<file path="config.mk">
export PLATFORM = sky130hd
export DESIGN_NAME = mpsoc_wb_uart_tx_param
export DESIGN_NICKNAME = d
export VERILOG_FILES = /design/src/rtl/mpsoc_wb_uart_tx_param.sv
export SDC_FILE = /design/constraint.sdc
export NUM_CORES = 1
export LEC_CHECK = 0
export ABC_AREA = 1
export CAP_MARGIN = 10
export CORE_AREA = 2 2 150 226
export DETAILED_ROUTE_END_ITERATION = 6
export DIE_AREA = 0 0 152 228
export GPL_ROUTABILITY_DRIVEN = 0
export SLEW_MARGIN = 40
export SYNTH_ARGS = -nofsm -noshare
export SYNTH_HDL_FRONTEND = slang
export SYNTH_SLANG_ARGS = --single-unit
</file>
<file path="constraint.sdc">
create_clock -name clk -period 4.1 [get_ports clk]
set_clock_uncertainty 0.2 [all_clocks]
set_input_delay 0.82 -clock clk [delete_from_list [all_inputs] [get_ports clk]]
set_output_delay 0.82 -clock clk [all_outputs]
set_load 0.02 [all_outputs]
</file>
<file path="src/rtl/mpsoc_wb_uart_tx_param.sv">
// -----------------------------------------------------------------------------
// mpsoc_wb_uart_tx_param
//
// Parametrised UART transmitter: a first-word-fall-through TX FIFO feeding a
// frame serialiser (start, 5..DATA_W data bits LSB first, optional parity,
// 1 / 1.5 / 2 stop bits). All serialiser activity advances only on `enable`
// ticks (OVERSAMPLE ticks per bit). FIFO pushes and flushes act on every clk.
//
// Optional feature macro: UART_TX_CTS_EN adds input cts_n; a new frame is only
// started while cts_n is low. A frame already started always completes.
//
// Parameters
//   DATA_W      maximum word length (5..9)
//   FIFO_DEPTH  TX FIFO entries (power of 2, >= 2)
//   OVERSAMPLE  enable ticks per bit (even, >= 4)
//   CNT_W       width of tf_count
//
// Ports
//   clk, wb_rst_i           clock, asynchronous active-high reset
//   enable                  baud tick, one clk wide
//   cts_n                   clear-to-send, active low (UART_TX_CTS_EN only)
//   word_len                data bits per frame (clamped to 5..DATA_W)
//   parity_en/even/stick    parity configuration
//   stop2                   two stop bits (1.5 when word length is 5)
//   brk                     force the pin low
//   tf_push, tf_data        FIFO write
//   tx_reset                synchronous FIFO flush
//   ovr_clr                 clear tf_overrun
//   stx_pad_o               serial output
//   tstate                  FSM state (debug / status)
//   tf_count, tf_full       FIFO occupancy
//   tf_overrun              sticky: a push was dropped
//   tx_empty                FIFO empty and FSM idle
//
// Push handshake: tf_push is a one-cycle write strobe with no back-pressure;
// the writer may look at tf_full beforehand. A push is taken when the FIFO has
// room or a pop happens in the same cycle; otherwise it is dropped and
// tf_overrun is set.
// -----------------------------------------------------------------------------
module mpsoc_wb_uart_tx_param #(
    parameter int DATA_W     = 8,
    parameter int FIFO_DEPTH = 16,
    parameter int OVERSAMPLE = 16,
    parameter int CNT_W      = $clog2(FIFO_DEPTH) + 1
) (
    input  logic              clk,
    input  logic              wb_rst_i,
    input  logic              enable,
`ifdef UART_TX_CTS_EN
    input  logic              cts_n,
`endif
    input  logic [3:0]        word_len,
    input  logic              parity_en,
    input  logic              parity_even,
    input  logic              parity_stick,
    input  logic              stop2,
    input  logic              brk,
    input  logic              tf_push,
    input  logic [DATA_W-1:0] tf_data,
    input  logic              tx_reset,
    input  logic              ovr_clr,
    output logic              stx_pad_o,
    output logic [2:0]        tstate,
    output logic [CNT_W-1:0]  tf_count,
    output logic              tf_full,
    output logic              tf_overrun,
    output logic              tx_empty
);

    localparam int PTR_W = $clog2(FIFO_DEPTH);
    localparam int TCK_W = $clog2(2 * OVERSAMPLE);

    typedef enum logic [2:0] {
        S_IDLE   = 3'd0,
        S_LOAD   = 3'd1,
        S_START  = 3'd2,
        S_DATA   = 3'd3,
        S_PARITY = 3'd4,
        S_STOP   = 3'd5
    } tx_state_t;

    // ---------------------------------------------------------------- FIFO
    logic [DATA_W-1:0] mem [FIFO_DEPTH];
    logic [PTR_W-1:0]  wr_ptr;
    logic [PTR_W-1:0]  rd_ptr;
    logic [DATA_W-1:0] head;
    logic              tf_pop;
    logic              push_ok;
    logic              cts_ok;

    tx_state_t         state_q, state_d;

    assign head    = mem[rd_ptr];
    assign tf_pop  = (state_q == S_LOAD) && enable && (tf_count != '0);
    assign push_ok = tf_push && ((tf_count < CNT_W'(FIFO_DEPTH)) || tf_pop);
    assign tf_full = (tf_count == CNT_W'(FIFO_DEPTH));

    always_ff @(posedge clk or posedge wb_rst_i) begin
        if (wb_rst_i) begin
            wr_ptr     <= '0;
            rd_ptr     <= '0;
            tf_count   <= '0;
            tf_overrun <= 1'b0;
        end else if (tx_reset) begin
            wr_ptr     <= '0;
            rd_ptr     <= '0;
            tf_count   <= '0;
            tf_overrun <= 1'b0;
        end else begin
            if (push_ok) wr_ptr <= wr_ptr + 1'b1;
            if (tf_pop)  rd_ptr <= rd_ptr + 1'b1;
            case ({push_ok, tf_pop})
                2'b10:   tf_count <= tf_count + 1'b1;
                2'b01:   tf_count <= tf_count - 1'b1;
                default: tf_count <= tf_count;
            endcase
            // A dropped push in the same cycle as ovr_clr keeps the flag set
            // so the loss is never silently forgotten.
            if (tf_push && !push_ok) tf_overrun <= 1'b1;
            else if (ovr_clr)        tf_overrun <= 1'b0;
        end
    end

    always_ff @(posedge clk) begin
        if (push_ok && !tx_reset) mem[wr_ptr] <= tf_data;
    end

`ifdef UART_TX_CTS_EN
    assign cts_ok = ~cts_n;
`else
    assign cts_ok = 1'b1;
`endif

    // ------------------------------------------------- frame configuration
    logic [3:0]       wl_clamp;
    logic             data_xor;
    logic             par_calc;
    logic [TCK_W-1:0] stop_calc;

    always_comb begin
        wl_clamp = word_len;
        if (word_len < 4'd5)               wl_clamp = 4'd5;
        else if (word_len > 4'(DATA_W))    wl_clamp = 4'(DATA_W);
    end

    always_comb begin
        data_xor = 1'b0;
        for (int i = 0; i < DATA_W; i++) begin
            if (4'(i) < wl_clamp) data_xor = data_xor ^ head[i];
        end
    end

    always_comb begin
        if (parity_stick)     par_calc = ~parity_even;
        else if (parity_even) par_calc = data_xor;
        else                  par_calc = ~data_xor;
    end

    // Stop duration is stored as "last tick index" so 2*OVERSAMPLE fits in TCK_W.
    always_comb begin
        if (!stop2)                 stop_calc = TCK_W'(OVERSAMPLE - 1);
        else if (wl_clamp == 4'd5)  stop_calc = TCK_W'(3 * OVERSAMPLE / 2 - 1);
        else                        stop_calc = TCK_W'(2 * OVERSAMPLE - 1);
    end

    // ------------------------------------------------------------- serialiser
    logic [TCK_W-1:0]  tick_q, tick_d;
    logic [3:0]        bit_q, bit_d;
    logic [DATA_W-1:0] shift_q, shift_d;
    logic              line_q, line_d;
    logic [3:0]        wl_q, wl_d;
    logic              pen_q, pen_d;
    logic              par_q, par_d;
    logic [TCK_W-1:0]  stop_last_q, stop_last_d;
    logic              bit_end;

    assign bit_end = (tick_q == TCK_W'(OVERSAMPLE - 1));

    always_ff @(posedge clk or posedge wb_rst_i) begin
        if (wb_rst_i) begin
            state_q     <= S_IDLE;
            tick_q      <= '0;
            bit_q       <= '0;
            shift_q     <= '0;
            line_q      <= 1'b1;
            wl_q        <= 4'd5;
            pen_q       <= 1'b0;
            par_q       <= 1'b0;
            stop_last_q <= '0;
        end else begin
            state_q     <= state_d;
            tick_q      <= tick_d;
            bit_q       <= bit_d;
            shift_q     <= shift_d;
            line_q      <= line_d;
            wl_q        <= wl_d;
            pen_q       <= pen_d;
            par_q       <= par_d;
            stop_last_q <= stop_last_d;
        end
    end

    // The line register is loaded with the level of the state being entered,
    // so the pin changes in the clk right after the tick causing the change.
    always_comb begin
        state_d     = state_q;
        tick_d      = tick_q;
        bit_d       = bit_q;
        shift_d     = shift_q;
        line_d      = line_q;
        wl_d        = wl_q;
        pen_d       = pen_q;
        par_d       = par_q;
        stop_last_d = stop_last_q;
        if (enable) begin
            case (state_q)
                S_IDLE: begin
                    line_d = 1'b1;
                    if ((tf_count != '0) && cts_ok) state_d = S_LOAD;
                end
                S_LOAD: begin
                    // A flush between IDLE and LOAD leaves nothing to send.
                    if (tf_count != '0) begin
                        shift_d     = head;
                        wl_d        = wl_clamp;
                        pen_d       = parity_en;
                        par_d       = par_calc;
                        stop_last_d = stop_calc;
                        tick_d      = '0;
                        bit_d       = '0;
                        line_d      = 1'b0;
                        state_d     = S_START;
                    end else begin
                        state_d     = S_IDLE;
                    end
                end
                S_START: begin
                    if (bit_end) begin
                        tick_d  = '0;
                        line_d  = shift_q[0];
                        state_d = S_DATA;
                    end else begin
                        tick_d  = tick_q + 1'b1;
                    end
                end
                S_DATA: begin
                    if (bit_end) begin
                        tick_d = '0;
                        if (bit_q == wl_q - 4'd1) begin
                            if (pen_q) begin
                                line_d  = par_q;
                                state_d = S_PARITY;
                            end else begin
                                line_d  = 1'b1;
                                state_d = S_STOP;
                            end
                        end else begin
                            bit_d   = bit_q + 4'd1;
                            shift_d = shift_q >> 1;
                            line_d  = shift_q[1];
                        end
                    end else begin
                        tick_d = tick_q + 1'b1;
                    end
                end
                S_PARITY: begin
                    if (bit_end) begin
                        tick_d  = '0;
                        line_d  = 1'b1;
                        state_d = S_STOP;
                    end else begin
                        tick_d  = tick_q + 1'b1;
                    end
                end
                S_STOP: begin
                    if (tick_q == stop_last_q) begin
                        tick_d  = '0;
                        state_d = S_IDLE;
                    end else begin
                        tick_d  = tick_q + 1'b1;
                    end
                end
                default: begin
                    tick_d  = '0;
                    bit_d   = '0;
                    line_d  = 1'b1;
                    state_d = S_IDLE;
                end
            endcase
        end
    end

    assign stx_pad_o = brk ? 1'b0 : line_q;
    assign tstate    = state_q;
    assign tx_empty  = (tf_count == '0) && (state_q == S_IDLE);

endmodule

</file>
# --- After elaboration in Yosys (flattened, before gate mapping) ---
# Memory sizes are Yosys's and may differ from the RTL's.
# Index checks and enable logic that the tools add are counted.
word_totals:
  register_bits: 46
  ram_bits: 128
  input_bits: 23
  out_inout_bits: 12
  elab_cells: 143
  mem_count: 1
classes:
  n_addsub: 7
  n_lt_le_gt_ge: 11
  n_eq_ne: 20
  muxes: 54
  bitwise: 12
  n_reduce_logical: 25
mem_list:
  columns: ["name", "words", "word_bits", "rd", "rd_clocked_by_memory_dff", "write_ports", "line", "text"]
  rows:
  - ["mem", 16, 8, 1, 0, 1, "83", "logic [DATA_W-1:0] mem [FIFO_DEPTH];"]
op_table:
  columns: ["op", "n"]
  rows:
  - ["2-to-1 mux 4 bit", 10]
  - ["2-to-1 mux 5 bit", 5]
  - ["2-to-1 mux 8 bit", 3]
  - ["2-to-1 mux 1 bit", 23]
  - ["one-hot mux 5 bit (4 select lines)", 1]
  - ["2-to-1 mux 3 bit", 6]
  - ["one-hot mux 3 bit (6 select lines)", 1]
  - ["< comparator 3 x 4 -> 1 bit (first input constant)", 4]
  - ["one-hot mux 8 bit (2 select lines)", 1]
  - ["inequality test 2 bit (second input constant)", 7]
  - ["adder 4 x 1 -> 4 bit (second input constant)", 3]
  - ["one-hot mux 4 bit (3 select lines)", 1]
  - ["adder 5 x 1 -> 5 bit (second input constant)", 2]
  - ["one-hot mux 5 bit (2 select lines)", 1]
  - ["AND reduction 5 bit", 2]
  - ["< comparator 1 x 4 -> 1 bit (first input constant)", 2]
  - ["< comparator 2 x 4 -> 1 bit (first input constant)", 2]
  - ["AND reduction 7 bit", 1]
  - ["bitwise XOR 1 bit", 7]
  - ["== test 3 x 2 -> 1 bit (second input constant)", 2]
  - ["== test 3 bit (second input constant)", 2]
  - ["logical AND 1 bit", 6]
  - ["AND reduction 3 bit", 2]
  - ["AND reduction 6 bit", 1]
  - ["26 further kinds", 34]

# --- Depth between registers and ports, before layout ---
logic_depth:
  word_depth: 22
  depth_mapped: 19
  ltp_nobuf: 18

# --- Worst setup path after synthesis ---
# Ideal clock, no wire load.
synth_path:
  path_kind: "flip-flop to flip-flop"
  from: "reg state_q[0], in the netlist tstate[0]"
  to: "reg tf_count[4]"
  setup_time_ns: 0.128
  t_arrival_ns: 2.341
  required_time_ns: 3.772
  setup_slack_ns: 1.432
  stages_incl_launch_ff: 15
  n_path_buf: 0
  period_less_slack_ns: 2.668
  cell_sequence: "dfrtp_1 > inv_2 > nor2_1 > inv_1 > nor2_2 > nand2_1 > nor2_4 > inv_2 > nor2_1 > ha_1 > a21oi_1 > nand2_1 > xor2_1 > xor2_1 > o22ai_1"
synth_between:
  elab_chain_cells: 8
  word_cells_on_any_way: 10
  classes_between: "3 x eq/ne; 2 x mux; 5 x reduce/logical"
synth_rtl:
  columns: ["item", "line", "text"]
  rows:
  - ["start: declaration", "91", "tx_state_t state_q, state_d;"]
  - ["start signal: assignment", "191", "state_q <= state_d;"]
  - ["== test 3 x 1 -> 1 bit (*)", "94", "assign tf_pop = (state_q == S_LOAD) && enable && (tf_count != '0);"]
  - ["logical AND 1 bit (*) (2 in a row)", "94", null]
  - ["logical OR 1 bit", "95", "assign push_ok = tf_push && ((tf_count < CNT_W'(FIFO_DEPTH)) || tf_pop);"]
  - ["logical AND 1 bit", "95", null]
  - ["== test 2 x 1 -> 1 bit / == test 2 bit (equally long branches)", "112", "case ({push_ok, tf_pop})"]
  - ["one-hot mux 5 bit (2 select lines)", "112", null]
  - ["2-to-1 mux 5 bit", "104", "end else if (tx_reset) begin"]
  - ["end signal: assignment", "113", "2'b10: tf_count <= tf_count + 1'b1;"]
  - ["end signal: assignment", "114", "2'b01: tf_count <= tf_count - 1'b1;"]
  - ["end signal: assignment", "115", "default: tf_count <= tf_count;"]
  - ["end: declaration", "64", "output logic [CNT_W-1:0] tf_count,"]
# Every way passes the cells marked *; elsewhere a longest branch is shown, timed or not.
# A chain may end at the register's enable or synchronous reset.

# --- Worst setup path after layout ---
layout_path:
  from: "reg tf_count[3]"
  to: "out tx_empty"
layout_between:
  elab_chain_cells: 2
layout_rtl:
  columns: ["item", "line", "text"]
  rows:
  - ["logical NOT 5 bit", "295", "assign tx_empty = (tf_count == '0) && (state_q == S_IDLE);"]
  - ["logical AND 1 bit", "295", null]
  - ["end: declaration", "67", "output logic tx_empty"]
# Every way passes these cells.

==> metrics <==
outcome complete, no violations; leakage power total 3.76 nW; critical path launch point tf_count[3]; final critical-path required period 3.20 ns; vias in the first global route 5664; Chip Height 228 µm; post-synth design cell area 0.00809 mm²; Post-Syn Instances approximately 830; maximum fanout along the worst path 4; Top Metal Used met4; total gr overflow 0; clock sink count 172; Placed Cells incl. Taps 1262; fin. max-slew vios 0; PwrDens 537 mW/mm²; Max transition margin about half; Core ar. 0.0329 mm²; number of I/O pins 35; Setup CP Type reg2out; Finished Layout Cells 1294; syn_area_per_cell 9.79 µm²; Post-DP HPWL 13000 µm; fin area 0.00941 mm²; initial antenna violation count 0; Data arrival, critical path 2.18 ns; Die X ~150 µm; Yosys top cell area share 47.5%; met2 wire len ~10000 µm; Critical-path top delay cell clkdlybuf4s50_1; FILL cells 3377; # nets final 898; Post-CTS Setup Bufs 0; CP cell instances nor4_1 > nand2_1 > nor2_1 > clkdlybuf4s50_1; CTS resizes 0; die footprint 0.0347 mm²; worst-case reg-to-reg path depth 12; Worst Setup EP tx_empty; WL per Instance about 15 µm; # rows 82; RSZ-0062 raised after global routing false; largest net degree at the start of global routing 75; Area after DPL 0.00883 mm²; WL met1 7370 µm; Final Cycle Share 78.1%; cell taking the most area after synthesis edfxtp_1; maximum vdd drop 0.000283 V; Starting Density 24.5%; Fin Setup TNS 0 ns; critical path endpoint category output port; Hold Crit Class reg2reg; Syn Nets 863; Seq/Total Area, Yosys ~61%; final setup fails 0; worst reg-to-reg setup slack about 1.1 ns; htree depth 4; Vias per Instance approximately 4.4; kind of launch point of the worst setup path flop; r2r startpoint tstate[0]; CP max stage delay 0.62 ns; # diodes 0; post-route ant nets 0; synth warn 0; # port buffers 34; clock slew at reported path FFs 0.06 ns; drt total wl 18900 µm; DR iter-0 viols between 400 and 500; library cells used by synthesis 38; Root Buffer clkbuf_16; multi-input logic area 0.00252 mm²; CTS Hold Bufs 0; area delta synth->final 16.4%; Fmax approximately 310 MHz; first-pass GRT wire length around 30000 µm; Yosys reg bits 172; Vias between 5000 and 6000; TritonRoute pass-1 iters 4; DR WL met3 522 µm; Hold Vio Cnt, Final 0; CTS tree done; share of layout cells above drive strength 1 8.12%; Worst-Margin Slew 0.771 ns; synth top area cells edfxtp_1 48%, dfrtp_1 13%, nand2_1 9.6%; register area 0.00495 mm²; total track usage 11.2%; worst skew pair latency 0.43 ns; CP required around 3 ns; max-cap violation count 0; Max clock buf depth 2; DR DRC count 0; Num CTS Buffers 17; Critical R2R Capture mem[4][3]
==> registers in the layout, indices dropped and copies added (netlist names), 3 cells and up <==
name	cells
bit_q	4
mem	128
rd_ptr	4
shift_q	8
stop_last_q	3
tf_count	5
tick_q	5
tstate	3
wl_q	4
wr_ptr	4
==> cell usage in the layout, fill, tap and decap left out, drive strengths merged, types with 11 or more instances in the layout <==
cell / netlist / final
nor2: 63 / 63
edfxtp: 128 / 128
a21oi: 20 / 20
ha: 13 / 13
nand3: 96 / 96
dfrtp: 41 / 41
buf: 25 / 17
clkdlybuf4s50: 0 / 31
o21ai: 54 / 54
clkbuf: 7 / 25
o211ai: 11 / 11
nand2: 210 / 210
inv: 104 / 109
nor3: 13 / 13
==> critical path: cells and delay by family (launching register included) <==
kind / cells / cell delay [ns]
buffers and inverters: 1 / 0.62
DFF: 1 / 0.43
and+or+nand+nor: 3 / 0.71
==> cells by family after synthesis <==
logic type                 synth area share, %
AOI/OAI and AO/OA                         6.92
xor gates and xnor gates                  1.52
adders and majority gates                 2.26
buffers and inverters                     7.64
DFF                                       61.2
muxes                                    0.124
and+or+nand+nor                           20.3
==> metrics by stage <==
stage                     utilization (%)  power, mW  setup WS [ns]  hold slack, ns
after floorplan                         -       3.15           1.43           0.244
after global placement               26.8       3.49          0.683           0.267
after detailed placement             26.8       3.51          0.630           0.273
after CTS                            28.6       5.11          0.873           0.287
after global routing                 28.6       5.37          0.655           0.315
final                                28.6       5.06          0.898           0.288
==> where the power goes <==
part           switching (mW)  total, mW  leakage, nW  internal, mW
combinational           0.859       1.32         1.75         0.462
clock                   0.652       1.60        0.295         0.946
sequential              0.110       2.14         1.72          2.03
==> how the worst min path moves through the flow <==
stage	start	depth (start not counted)	end
after floorplan	par_q	2	par_q
after global placement	stop_last_q[2]	2	stop_last_q[2]
after detailed placement	par_q	2	par_q
after CTS	stop_last_q[2]	2	stop_last_q[2]
after global routing	stop_last_q[2]	2	stop_last_q[2]
final	par_q	2	par_q
==> routing by layer <==
layer	track usage, %	vias to the layer above
li1	-	2823
met1	12.0	2694
met5	0	-
met2	20.7	100
met4	6.31	0
met3	1.99	44
==> synth_stat cells, drive strengths merged <==
library cell	number
nand3b	2
nand4	1
nor4	1
nand3	96
o221ai	1
xor2	6
nand2	210
fa	1
and3	1
xnor2	8
nor2	63
o2111ai	1
buf	25
dfstp	3
a21oi	20
edfxtp	128
ha	13
o31ai	2
inv	104
nor3	13
clkbuf	7
clkinv	1
o211ai	11
dfrtp	41
o22ai	10
mux2i	1
o21a	1
or2	1
o21ai	54
==> cell type report <==
cell class	count	area share (%)
clock buffer	25	5.48
tap	420	5.58
clock inverter	7	0.798
sequential	172	52.6
multi-input combinational	517	26.8
timing repair buffer	48	4.57
inverter	105	4.21
No activity file was read; power rests on OpenSTA's default activity.
